**config.mk**
```make
export PLATFORM = sky130hd
export DESIGN_NAME = aes_inv_key_schedule
export DESIGN_NICKNAME = d
export VERILOG_FILES = /design/src/rtl/aes_key_pkg.sv /design/src/rtl/aes_sbox.sv /design/src/rtl/aes_inv_key_schedule.sv
export SDC_FILE = /design/constraint.sdc
export NUM_CORES = 1
export LEC_CHECK = 0
export BUFFER_PORTS_ARGS = -buffer_cell sky130_fd_sc_hd__buf_4
export CAP_MARGIN = 10
export CORE_ASPECT_RATIO = 0.8
export CORE_UTILIZATION = 60
export CTS_CLUSTER_SIZE = 24
export DETAILED_ROUTE_END_ITERATION = 6
export PLACE_DENSITY = 0.81
export SYNTH_ARGS = -nofsm -noshare
export SYNTH_HDL_FRONTEND = slang
export SYNTH_SLANG_ARGS = --single-unit
```
**constraint.sdc**
```tcl
create_clock -name clk -period 47.1 [get_ports clk]
set_input_delay 9.42 -clock clk [delete_from_list [all_inputs] [get_ports clk]]
set_output_delay 9.42 -clock clk [all_outputs]
set_load 0.01 [all_outputs]
```
**src/rtl/aes_key_pkg.sv**
```systemverilog
// rtl/aes_key_pkg.sv - shared constants, FSM states and word helpers for the inverse AES-128 key schedule
// Contents: NR/CNT_W defaults, word-slice indices of a 128-bit round key,
// state_e enum, rcon() round-constant lookup, rot_word() byte rotation.
package aes_key_pkg;

    localparam int NR    = 10;
    localparam int CNT_W = 4;

    // MSB index of each 32-bit word inside a 128-bit key (w0 is the leftmost word)
    localparam int W0_HI = 127;
    localparam int W1_HI = 95;
    localparam int W2_HI = 63;
    localparam int W3_HI = 31;

    typedef enum logic [2:0] {
        ST_IDLE,
        ST_EMIT,
        ST_PREP,
        ST_SUB,
        ST_MIX
    } state_e;

    function automatic logic [7:0] rcon(input logic [CNT_W-1:0] round);
        logic [7:0] rc;
        case (round)
            4'd1:    rc = 8'h01;
            4'd2:    rc = 8'h02;
            4'd3:    rc = 8'h04;
            4'd4:    rc = 8'h08;
            4'd5:    rc = 8'h10;
            4'd6:    rc = 8'h20;
            4'd7:    rc = 8'h40;
            4'd8:    rc = 8'h80;
            4'd9:    rc = 8'h1b;
            4'd10:   rc = 8'h36;
            default: rc = 8'h00;
        endcase
        return rc;
    endfunction

    function automatic logic [31:0] rot_word(input logic [31:0] w);
        return {w[23:0], w[31:24]};
    endfunction

endpackage

```
**src/rtl/aes_sbox.sv**
```systemverilog
// rtl/aes_sbox.sv - combinational AES forward S-box (GF(2^8) inverse followed by the affine map)
// Ports: in_byte [7:0] input byte, out_byte [7:0] substituted byte.
module aes_sbox (
    input  logic [7:0] in_byte,
    output logic [7:0] out_byte
);

    function automatic logic [7:0] xtime(input logic [7:0] a);
        return {a[6:0], 1'b0} ^ (a[7] ? 8'h1b : 8'h00);
    endfunction

    function automatic logic [7:0] gf_mul(input logic [7:0] a, input logic [7:0] b);
        logic [7:0] p;
        logic [7:0] aa;
        p  = 8'h00;
        aa = a;
        for (int i = 0; i < 8; i++) begin
            if (b[i]) p = p ^ aa;
            aa = xtime(aa);
        end
        return p;
    endfunction

    // x^254 = x^-1 for x != 0, and maps 0 to 0 as the S-box requires.
    // Built as x^2 * x^4 * ... * x^128 so only 7 squarings and 7 products are needed.
    function automatic logic [7:0] gf_inv(input logic [7:0] x);
        logic [7:0] s;
        logic [7:0] acc;
        s   = x;
        acc = 8'h01;
        for (int i = 1; i < 8; i++) begin
            s   = gf_mul(s, s);
            acc = gf_mul(acc, s);
        end
        return acc;
    endfunction

    logic [7:0] inv;

    always_comb begin
        inv      = gf_inv(in_byte);
        out_byte = inv ^ {inv[6:0], inv[7]} ^ {inv[5:0], inv[7:6]}
                 ^ {inv[4:0], inv[7:5]} ^ {inv[3:0], inv[7:4]} ^ 8'h63;
    end

endmodule

```
**src/rtl/aes_inv_key_schedule.sv**
```systemverilog
// rtl/aes_inv_key_schedule.sv - iterative inverse AES-128 key expander streaming round keys NR..0
// Ports: clk, rst_n (async active-low); start + last_key[127:0] request a run from IDLE;
// round_key[127:0]/round_num[CNT_W-1:0] qualified by key_valid, accepted with key_ready;
// busy spans the run; done pulses the cycle after the round-0 key is accepted.
module aes_inv_key_schedule
    import aes_key_pkg::*;
#(
    parameter int NR    = aes_key_pkg::NR,
    parameter int CNT_W = aes_key_pkg::CNT_W
) (
    input  logic             clk,
    input  logic             rst_n,
    input  logic             start,
    input  logic [127:0]     last_key,
    output logic             busy,
    output logic             key_valid,
    input  logic             key_ready,
    output logic [127:0]     round_key,
    output logic [CNT_W-1:0] round_num,
    output logic             done
);

    state_e             state_q, state_d;
    logic [127:0]       round_key_q, round_key_d;
    logic [CNT_W-1:0]   round_num_q, round_num_d;
    logic [1:0]         idx_q, idx_d;
    logic [31:0]        temp_q, temp_d;
    logic [31:0]        w0_save_q, w0_save_d;
    logic               done_q, done_d;

    logic [31:0]        w0, w1, w2, w3;
    logic [7:0]         sbox_in, sbox_out;
    logic [31:0]        temp_sub;

    assign w0 = round_key_q[W0_HI -: 32];
    assign w1 = round_key_q[W1_HI -: 32];
    assign w2 = round_key_q[W2_HI -: 32];
    assign w3 = round_key_q[W3_HI -: 32];

    // One S-box shared over four cycles; idx_q picks the byte of t, MSB first.
    always_comb begin
        case (idx_q)
            2'd0:    sbox_in = temp_q[31:24];
            2'd1:    sbox_in = temp_q[23:16];
            2'd2:    sbox_in = temp_q[15:8];
            default: sbox_in = temp_q[7:0];
        endcase
    end

    aes_sbox u_sbox (
        .in_byte  (sbox_in),
        .out_byte (sbox_out)
    );

    always_comb begin
        temp_sub = temp_q;
        case (idx_q)
            2'd0:    temp_sub[31:24] = sbox_out;
            2'd1:    temp_sub[23:16] = sbox_out;
            2'd2:    temp_sub[15:8]  = sbox_out;
            default: temp_sub[7:0]   = sbox_out;
        endcase
    end

    always_comb begin
        state_d     = state_q;
        round_key_d = round_key_q;
        round_num_d = round_num_q;
        idx_d       = idx_q;
        temp_d      = temp_q;
        w0_save_d   = w0_save_q;
        done_d      = 1'b0;
        case (state_q)
            ST_IDLE: begin
                if (start) begin
                    round_key_d = last_key;
                    round_num_d = CNT_W'(NR);
                    state_d     = ST_EMIT;
                end
            end
            ST_EMIT: begin
                if (key_ready) begin
                    if (round_num_q == '0) begin
                        done_d  = 1'b1;
                        state_d = ST_IDLE;
                    end else begin
                        state_d = ST_PREP;
                    end
                end
            end
            ST_PREP: begin
                // Words 1..3 of the previous key fall out of XORs of adjacent words;
                // word 0 needs SubWord(RotWord(n3)), so keep w0 aside until MIX.
                round_key_d[W1_HI -: 32] = w1 ^ w0;
                round_key_d[W2_HI -: 32] = w2 ^ w1;
                round_key_d[W3_HI -: 32] = w3 ^ w2;
                w0_save_d                = w0;
                temp_d                   = rot_word(w3 ^ w2);
                idx_d                    = 2'd0;
                state_d                  = ST_SUB;
            end
            ST_SUB: begin
                temp_d = temp_sub;
                idx_d  = idx_q + 2'd1;
                if (idx_q == 2'd3) state_d = ST_MIX;
            end
            ST_MIX: begin
                round_key_d[W0_HI -: 32] = w0_save_q ^ temp_q ^ {rcon(round_num_q), 24'h0};
                round_num_d              = round_num_q - CNT_W'(1);
                state_d                  = ST_EMIT;
            end
            default: state_d = ST_IDLE;
        endcase
    end

    always_ff @(posedge clk or negedge rst_n) begin
        if (!rst_n) begin
            state_q     <= ST_IDLE;
            round_key_q <= '0;
            round_num_q <= '0;
            idx_q       <= '0;
            temp_q      <= '0;
            w0_save_q   <= '0;
            done_q      <= 1'b0;
        end else begin
            state_q     <= state_d;
            round_key_q <= round_key_d;
            round_num_q <= round_num_d;
            idx_q       <= idx_d;
            temp_q      <= temp_d;
            w0_save_q   <= w0_save_d;
            done_q      <= done_d;
        end
    end

    assign busy      = (state_q != ST_IDLE);
    assign key_valid = (state_q == ST_EMIT);
    assign round_key = round_key_q;
    assign round_num = round_num_q;
    assign done      = done_q;

endmodule

```
=== After elaboration in Yosys (flattened, before gate mapping) ===
Memories as Yosys holds them, arrays and structs flattened.
Cells that the tools add are included.

* Add/sub/neg operators: 2
* Eq/ne operators: 14
* Multiplexer cells: 224
* Bitwise gates (word level): 199
* Reduce and logical (&&, ||, !) cells: 15

{| class="wikitable"
|+ Operator list
! cell !! number
|-
| 8-bit bitwise XOR || 186
|-
| 8-bit two-way mux || 110
|-
| 5-bit two-way mux || 92
|-
| 96-bit case mux with 2 select lines || 1
|-
| 32-bit bitwise XOR || 5
|-
| 128-bit two-way mux || 1
|-
| 32-bit case mux with 2 select lines || 2
|-
| 8-bit case mux with 3 select lines || 1
|-
| 3-bit case mux with 5 select lines || 1
|-
| 3-bit two-way mux || 4
|-
| 2-bit AND reduction || 6
|-
| 4-bit two-way mux || 2
|-
| 2-bit by 1-bit inequality test with 1-bit output (second input constant) || 4
|-
| 4-bit case mux with 2 select lines || 1
|-
| 7-bit two-way mux || 1
|-
| 1-bit inverter (first input constant) || 7
|-
| 3-bit by 2-bit == test with 1-bit output (second input constant) || 2
|-
| 6-bit two-way mux || 1
|-
| 2-bit inequality test (second input constant) || 3
|-
| 2-bit nonzero test || 3
|-
| 2-bit == test (second input constant) || 2
|-
| 4-bit logical NOT || 1
|-
| 1-bit two-way mux || 4
|-
| 2-bit two-way mux || 2
|-
| 12 further kinds || 12
|}

* Flip-flop bits (word level): 202
* ROM bits: 128
* Input bits: 132
* Output and inout bits: 135
* Memories kept: 1

{| class="wikitable"
|+ Memory list
! name !! depth !! width !! read ports !! clocked after memory_dff !! wr ports !! line !! text
|-
| (no name shown) || 16 || 8 || 1 || 0 || 0 || aes_key_pkg.sv:25 || <nowiki>case (round)</nowiki>
|}

=== Depth between registers and ports, before layout ===
* Depth after elaboration: 136
* Mapped depth: 70
* Depth with buffers taken out: 59

=== Hierarchy ===
From an unflattened synthesis, not the netlist that was laid out.

* Cells, all modules: 3108
* Area total of the unflattened synthesis: 25538.2 um^2

{| class="wikitable"
|+ Modules (own cells, without submodules)
! module !! times used !! cells an instance !! area each (um^2)
|-
| aes_sbox || 1 || 1942 || 15220.8
|-
| aes_inv_key_schedule || 1 || 1166 || 10317.4
|}

=== Worst setup path after synthesis ===
No wires, ideal clock.

* Kind: register -> register
* Start point: register idx_q[0]
* End point: register temp_q[17]
* Setup time: 0.162 ns
* Arrival time: 16.176 ns
* Data required time: 46.938 ns
* Setup slack: 30.762 ns
* Cell stages (with the launch flop): 68
* Path buffers: 9
* Clock period less this slack: 16.338 ns
* Path through: dfrtp_1 -> inv_1 -> ha_1 -> buf_6 -> a22oi_1 -> a21o_2 -> inv_2 -> buf_2 -> ha_1 -> inv_1 -> a211oi_1 -> xnor2_1 -> xnor2_1 -> inv_1 -> buf_4 -> buf_4 -> ha_1 -> xnor2_1 -> [32 not listed] -> mux4_2 -> xnor2_1 -> a32o_1 -> a211o_1 -> buf_2 -> a21oi_1 -> xnor3_1 -> xnor3_1 -> buf_4 -> nor2_2 -> a211o_1 -> a221oi_2 -> xnor3_1 -> xnor3_2 -> xnor3_2 -> xnor3_1 -> nor2_1 -> a222oi_1

* Longest elaborated chain between the ends: 133

{| class="wikitable"
|+ RTL lines
! item !! line !! text
|-
| start, declared || aes_inv_key_schedule.sv:26 || <nowiki>logic [1:0] idx_q, idx_d;</nowiki>
|-
| start signal, assigned || aes_inv_key_schedule.sv:129 || <nowiki>idx_q <= idx_d;</nowiki>
|-
| 2-bit == test (tied with other cells) || aes_inv_key_schedule.sv:42 || <nowiki>case (idx_q)</nowiki>
|-
| 8-bit case mux with 3 select lines || aes_inv_key_schedule.sv:42 ||
|-
| 5-bit two-way mux (tied with other cells) || aes_sbox.sv:9 || <nowiki>return {a[6:0], 1'b0} ^ (a[7] ? 8'h1b : 8'h00);</nowiki>
|-
| 8-bit bitwise XOR, on equally long branches || aes_sbox.sv:9, aes_sbox.sv:18 ||
|-
| 8-bit bitwise XOR / 8-bit two-way mux (equally long branches) || aes_sbox.sv:18 || <nowiki>if (b[i]) p = p ^ aa;</nowiki>
|-
| 8-bit two-way mux / 8-bit bitwise XOR (equally long branches) || aes_sbox.sv:18 ||
|-
| 8-bit bitwise XOR / 8-bit two-way mux (equally long branches) || aes_sbox.sv:18 ||
|-
| 8-bit two-way mux / 8-bit bitwise XOR (equally long branches) || aes_sbox.sv:18 ||
|-
| [115 not listed] || - ||
|-
| 8-bit two-way mux || aes_sbox.sv:18 ||
|-
| 8-bit bitwise XOR || aes_sbox.sv:18 ||
|-
| 8-bit two-way mux || aes_sbox.sv:18 ||
|-
| 8-bit bitwise XOR (2 in series) || aes_sbox.sv:42 || <nowiki>out_byte = inv ^ {inv[6:0], inv[7]} ^ {inv[5:0], inv[7:6]}</nowiki>
|-
| 8-bit bitwise XOR (2 in series) || aes_sbox.sv:43 || <nowiki>^ {inv[4:0], inv[7:5]} ^ {inv[3:0], inv[7:4]} ^ 8'h63;</nowiki>
|-
| 4-bit inverter (no line) || - ||
|-
| 8-bit two-way mux || aes_inv_key_schedule.sv:57 || <nowiki>case (idx_q)</nowiki>
|-
| 32-bit case mux with 2 select lines || aes_inv_key_schedule.sv:73 || <nowiki>case (state_q)</nowiki>
|-
| end signal, assigned || aes_inv_key_schedule.sv:130 || <nowiki>temp_q <= temp_d;</nowiki>
|-
| end, declared || aes_inv_key_schedule.sv:27 || <nowiki>logic [31:0] temp_q, temp_d;</nowiki>
|}

Several ways; a longest one is shown, not always the timed one. The select of a mux whose other input is x is not followed.
A chain may end at the register's enable or synchronous reset.

=== Worst setup path in the final report ===
* Start point: register idx_q[0]
* End point: register temp_q[9]

* Longest elaborated chain between the ends: 133

{| class="wikitable"
|+ RTL lines
! item !! line
|-
| 2-bit == test (tied with other cells) || aes_inv_key_schedule.sv:42, aes_inv_key_schedule.sv:57
|-
| 8-bit case mux with 3 select lines || aes_inv_key_schedule.sv:42
|-
| 5-bit two-way mux (tied with other cells) || aes_sbox.sv:9
|-
| 8-bit bitwise XOR, on equally long branches || aes_sbox.sv:9, aes_sbox.sv:18
|-
| 8-bit bitwise XOR / 8-bit two-way mux (equally long branches) || aes_sbox.sv:18
|-
| 8-bit two-way mux / 8-bit bitwise XOR (equally long branches) || aes_sbox.sv:18
|-
| 8-bit bitwise XOR / 8-bit two-way mux (equally long branches) || aes_sbox.sv:18
|-
| 8-bit two-way mux / 8-bit bitwise XOR (equally long branches) || aes_sbox.sv:18
|-
| [115 not listed] || -
|-
| 8-bit two-way mux || aes_sbox.sv:18
|-
| 8-bit bitwise XOR || aes_sbox.sv:18
|-
| 8-bit two-way mux || aes_sbox.sv:18
|-
| 8-bit bitwise XOR (2 in series) || aes_sbox.sv:42
|-
| 8-bit bitwise XOR (2 in series) || aes_sbox.sv:43
|-
| 4-bit inverter (no line) || -
|-
| 8-bit two-way mux || aes_inv_key_schedule.sv:57
|-
| 32-bit case mux with 2 select lines || aes_inv_key_schedule.sv:73
|}

Several ways; a longest one is shown, not always the timed one. The select of a mux whose other input is x is not followed.

==> results.sh <==
export IMPL_layout_min_cycle_time_ps=21280
export IMPL_antenna_found_initial=2
export IMPL_critical_path_max_stage_delay_ps=810
export IMPL_clk_root_buffer_cell="sky130_fd_sc_hd__clkbuf_16"
export IMPL_area_of_the_multi_input_gates_um2=19700
export IMPL_ys_async_sr_fraction_pct=100.0
export IMPL_path_class="register to register"
export IMPL_detailed_place_hpwl_mm=60.09
export IMPL_cts_resized=0
export IMPL_slowest_stage="sky130_fd_sc_hd__xnor2_1"
export IMPL_timing_worst_slew_pin_value_ps=1255
export IMPL_maximum_number_of_pins_on_one_net_before_global_route_repair=103
export IMPL_clkLatencyLatePin_ps=540
export IMPL_avgRoutedWirePerCell_um=21.27
export IMPL_post_cts_setup_buffer_count=0
export IMPL_cp_required_ps=47440
export IMPL_site_rows=67
export IMPL_yosys_register_bits=202
export IMPL_path_max_fanout=23
export IMPL_syn_inst=3230
export IMPL_nets=3510
export IMPL_utilization_pct=68.62
export IMPL_storage_cell_area_um2=5055
export IMPL_worst_setup_hold_path_clk_slew_ps=60
export IMPL_ys_seq_area_share_pct=19.42
export IMPL_totalNegativeSetupSlack_ps=0
export IMPL_h_tree_depth=1
export IMPL_place_gp_congestion=0.9487
export IMPL_remaining_global_route_overflow=0
export IMPL_rsz0062_at_grt="no"
export IMPL_max_cap_violations=0
export IMPL_first_global_vias=24060
export IMPL_setup_viol=0
export IMPL_met1Wirelength_mm=35.54
export IMPL_netlist_area_um2=26030
export IMPL_drt_vias_per_instance=6.480
export IMPL_timing_max_transition_violations_final=0
export IMPL_period_utilization_pct=45.19
export IMPL_core_area_um2=42330
export IMPL_insertedDiodeCount=0
export IMPL_layout_cell_share_with_drive_strength_beyond_1_pct=15.98
export IMPL_tritoncts="built"
export IMPL_io_buffer_count=266
export IMPL_worstPathArrival_ps=21620
export IMPL_via_count=25470
export IMPL_cts_made_buffers=23
export IMPL_wire_length_of_the_first_global_routing_pass_mm=133.5
export IMPL_groute_usage_overall_pct=36.78
export IMPL_detail_route_wirelength_mm=83.61
export IMPL_critPathLaunchType="register"
export IMPL_cts_hold_repair_buffers=0
export IMPL_floorplan_die_height_um=188.3
export IMPL_final_hold_violation_count=0
export IMPL_max_clock_path_buffers=3
export IMPL_filler_cell_count=3399
export IMPL_syn_num_nets=3378
export IMPL_synth_lib_cells_used_distinct=114
export IMPL_die_w_um=234.9
export IMPL_numClockSinks=202
export IMPL_dr_wl_met2_mm=38.08
export IMPL_detailedRoute_firstPassIterationCount=7
export IMPL_max_freq_mhz=46.98
export IMPL_ys_dominant_reg_cell="sky130_fd_sc_hd__dfrtp_1"
export IMPL_yosys_warnings=0
export IMPL_top_layer="met5"
export IMPL_critical_path_most_common_cell="sky130_fd_sc_hd__xnor2_1"
export IMPL_flow_area_growth_from_synthesis_pct=11.57
export IMPL_synth_enable_flop_cells=0
export IMPL_first_iter_violations=2972
export IMPL_syn_area_per_cell_um2=8.060
export IMPL_worst_clock_skew_ps=30.06
export IMPL_die_area_um2=44230
export IMPL_drc=0
export IMPL_worst_slew_margin_rel_pct=15.71
export IMPL_critPathCaptureType="register"
export IMPL_io_pin_count=267
export IMPL_floorplan_initialDensity_pct=61.50
export IMPL_detailroute_wirelength_met3_mm=7.933
export IMPL_outcome="finished, final reports clean"
export IMPL_ant_nets=0
export IMPL_path_class_of_the_lowest_slack_min_delay_path="register to register"
cells in the mapped netlist (8+ instances only):
master | n | area share, %
sky130_fd_sc_hd__xnor2_1 | 359 | 12
sky130_fd_sc_hd__mux2i_1 | 91 | 3.5
sky130_fd_sc_hd__ha_1 | 16 | 0.77
sky130_fd_sc_hd__nand2_1 | 366 | 5.3
sky130_fd_sc_hd__xnor2_4 | 9 | 0.95
sky130_fd_sc_hd__a222oi_1 | 12 | 0.46
sky130_fd_sc_hd__a211o_1 | 13 | 0.44
sky130_fd_sc_hd__and3_1 | 17 | 0.41
sky130_fd_sc_hd__o21ai_1 | 15 | 0.29
sky130_fd_sc_hd__nand4_1 | 10 | 0.24
sky130_fd_sc_hd__nand2b_1 | 13 | 0.31
sky130_fd_sc_hd__xor2_2 | 9 | 0.56
sky130_fd_sc_hd__o32ai_1 | 13 | 0.44
sky130_fd_sc_hd__o22ai_1 | 41 | 0.99
sky130_fd_sc_hd__buf_1 | 19 | 0.27
sky130_fd_sc_hd__buf_4 | 33 | 0.95
sky130_fd_sc_hd__buf_2 | 49 | 0.94
sky130_fd_sc_hd__nand3_1 | 159 | 3.1
sky130_fd_sc_hd__clkbuf_1 | 115 | 1.7
sky130_fd_sc_hd__mux2_2 | 16 | 0.69
sky130_fd_sc_hd__o211ai_1 | 30 | 0.87
sky130_fd_sc_hd__nor4_1 | 15 | 0.36
sky130_fd_sc_hd__a21boi_0 | 8 | 0.23
sky130_fd_sc_hd__nor2_1 | 287 | 4.1
sky130_fd_sc_hd__o21ai_0 | 250 | 4.8
sky130_fd_sc_hd__and2_1 | 27 | 0.65
sky130_fd_sc_hd__o21a_1 | 10 | 0.29
sky130_fd_sc_hd__dfrtp_1 | 202 | 19
sky130_fd_sc_hd__o31ai_1 | 31 | 0.89
sky130_fd_sc_hd__xor2_1 | 147 | 4.9
sky130_fd_sc_hd__a31oi_1 | 17 | 0.41
sky130_fd_sc_hd__xnor3_1 | 89 | 7.7
sky130_fd_sc_hd__a21oi_1 | 266 | 5.1
sky130_fd_sc_hd__nor2b_1 | 15 | 0.36
sky130_fd_sc_hd__o211a_1 | 9 | 0.35
sky130_fd_sc_hd__or2_2 | 20 | 0.48
sky130_fd_sc_hd__a211oi_1 | 32 | 0.92
sky130_fd_sc_hd__nor3_1 | 76 | 1.5
sky130_fd_sc_hd__a22oi_1 | 10 | 0.29
sky130_fd_sc_hd__xnor2_2 | 27 | 1.7
sky130_fd_sc_hd__xnor3_2 | 10 | 0.91
sky130_fd_sc_hd__inv_1 | 71 | 1.0
sky130_fd_sc_hd__a32oi_1 | 8 | 0.27
sky130_fd_sc_hd__or3_1 | 9 | 0.22
stage by stage:
| step | hold WS (ps) | worst slack [ps] | instances | area, µm² |
|---|---|---|---|---|
| after CTS | 496.1 | 25990 | 3929 | 29030 |
| final | 495.6 | 25820 | 3931 | 29050 |
| after global placement | 477.0 | 26870 | 3887 | 28230 |
| after global routing | 515.4 | 24310 | 3931 | 29050 |
| after floorplan | 465.4 | 30760 | 3230 | 26040 |
| after detailed placement | 482.2 | 26060 | 3887 | 28230 |
layer usage:
metal / vias up / GRT usage [%]
met5: - / 0
met4: 4 / 9.489
met3: 164 / 5.538
met2: 1363 / 58.79
met1: 12290 / 52.11
li1: 11650 / -
logic make-up after synthesis:
| kind of cell | synth area share [%] |
|---|---|
| and+or+nand+nor | 18.44 |
| AOI/OAI and AO/OA | 21.07 |
| xor gates and xnor gates | 30.28 |
| buffers and inverters | 5.325 |
| DFF | 19.42 |
| muxes | 4.690 |
| adders and majority gates | 0.7689 |
state kept, by name, indices dropped and copies added, names as in the netlist:
signal     flops
w0_save_q     32
state_q        3
round_num      4
done           1
idx_q          2
temp_q        32
round_key    128
area by class of cell:
cell class / instances / area share (%)
multi-input cells: 2723 / 67.83
flip-flops and latches: 202 / 17.40
repair buffers: 332 / 8.628
clock buffers: 32 / 2.408
well taps: 552 / 2.378
inverters: 80 / 1.034
clock inverters: 10 / 0.3231
worst paths after layout:
kind                                                from                         to  slack (ps)  cells past startpoint
worst min-delay path            w0_save_q[3]$_DFFE_PN0P_   w0_save_q[3]$_DFFE_PN0P_         500                      2
max in group asynchronous                          rst_n  round_key[17]$_DFFE_PN0P_       36870                      2
worst max-delay path                idx_q[0]$_DFFE_PN0P_      temp_q[9]$_DFFE_PN0P_       25820                     59
worst min register to register  w0_save_q[3]$_DFFE_PN0P_   w0_save_q[3]$_DFFE_PN0P_         500                      2
min in group asynchronous                          rst_n  round_key[53]$_DFFE_PN0P_        8950                      1
worst max register to register      idx_q[0]$_DFFE_PN0P_      temp_q[9]$_DFFE_PN0P_       25820                     59
cell usage in the layout, fill, tap and decap left out, types with 89 or more instances in the layout:
cell / synthesis / final
sky130_fd_sc_hd__xor2_1: 147 / 147
sky130_fd_sc_hd__nand3_1: 159 / 159
sky130_fd_sc_hd__xnor3_1: 89 / 89
sky130_fd_sc_hd__buf_4: 33 / 330
sky130_fd_sc_hd__nor2_1: 287 / 286
sky130_fd_sc_hd__mux2i_1: 91 / 91
sky130_fd_sc_hd__xnor2_1: 359 / 349
sky130_fd_sc_hd__nand2_1: 366 / 364
sky130_fd_sc_hd__dfrtp_1: 202 / 202
sky130_fd_sc_hd__a21oi_1: 266 / 266
sky130_fd_sc_hd__o21ai_0: 250 / 250
worst max-delay path: cells and delay by family, from the launching register on:
| kind | cells | cell delay, ps |
|---|---|---|
| multiplexers | 4 | 2220 |
| flip-flops | 1 | 420 |
| AO/OA/AOI/OAI | 12 | 3910 |
| AND/OR/NAND/NOR | 11 | 2870 |
| buffers and inverters | 8 | 2460 |
| adder cells (fa/ha/maj) | 5 | 2510 |
| XOR/XNOR | 19 | 6670 |
Power is not shown: default switching activity piles up to over one toggle a cycle in this logic, so the estimate is an artifact.
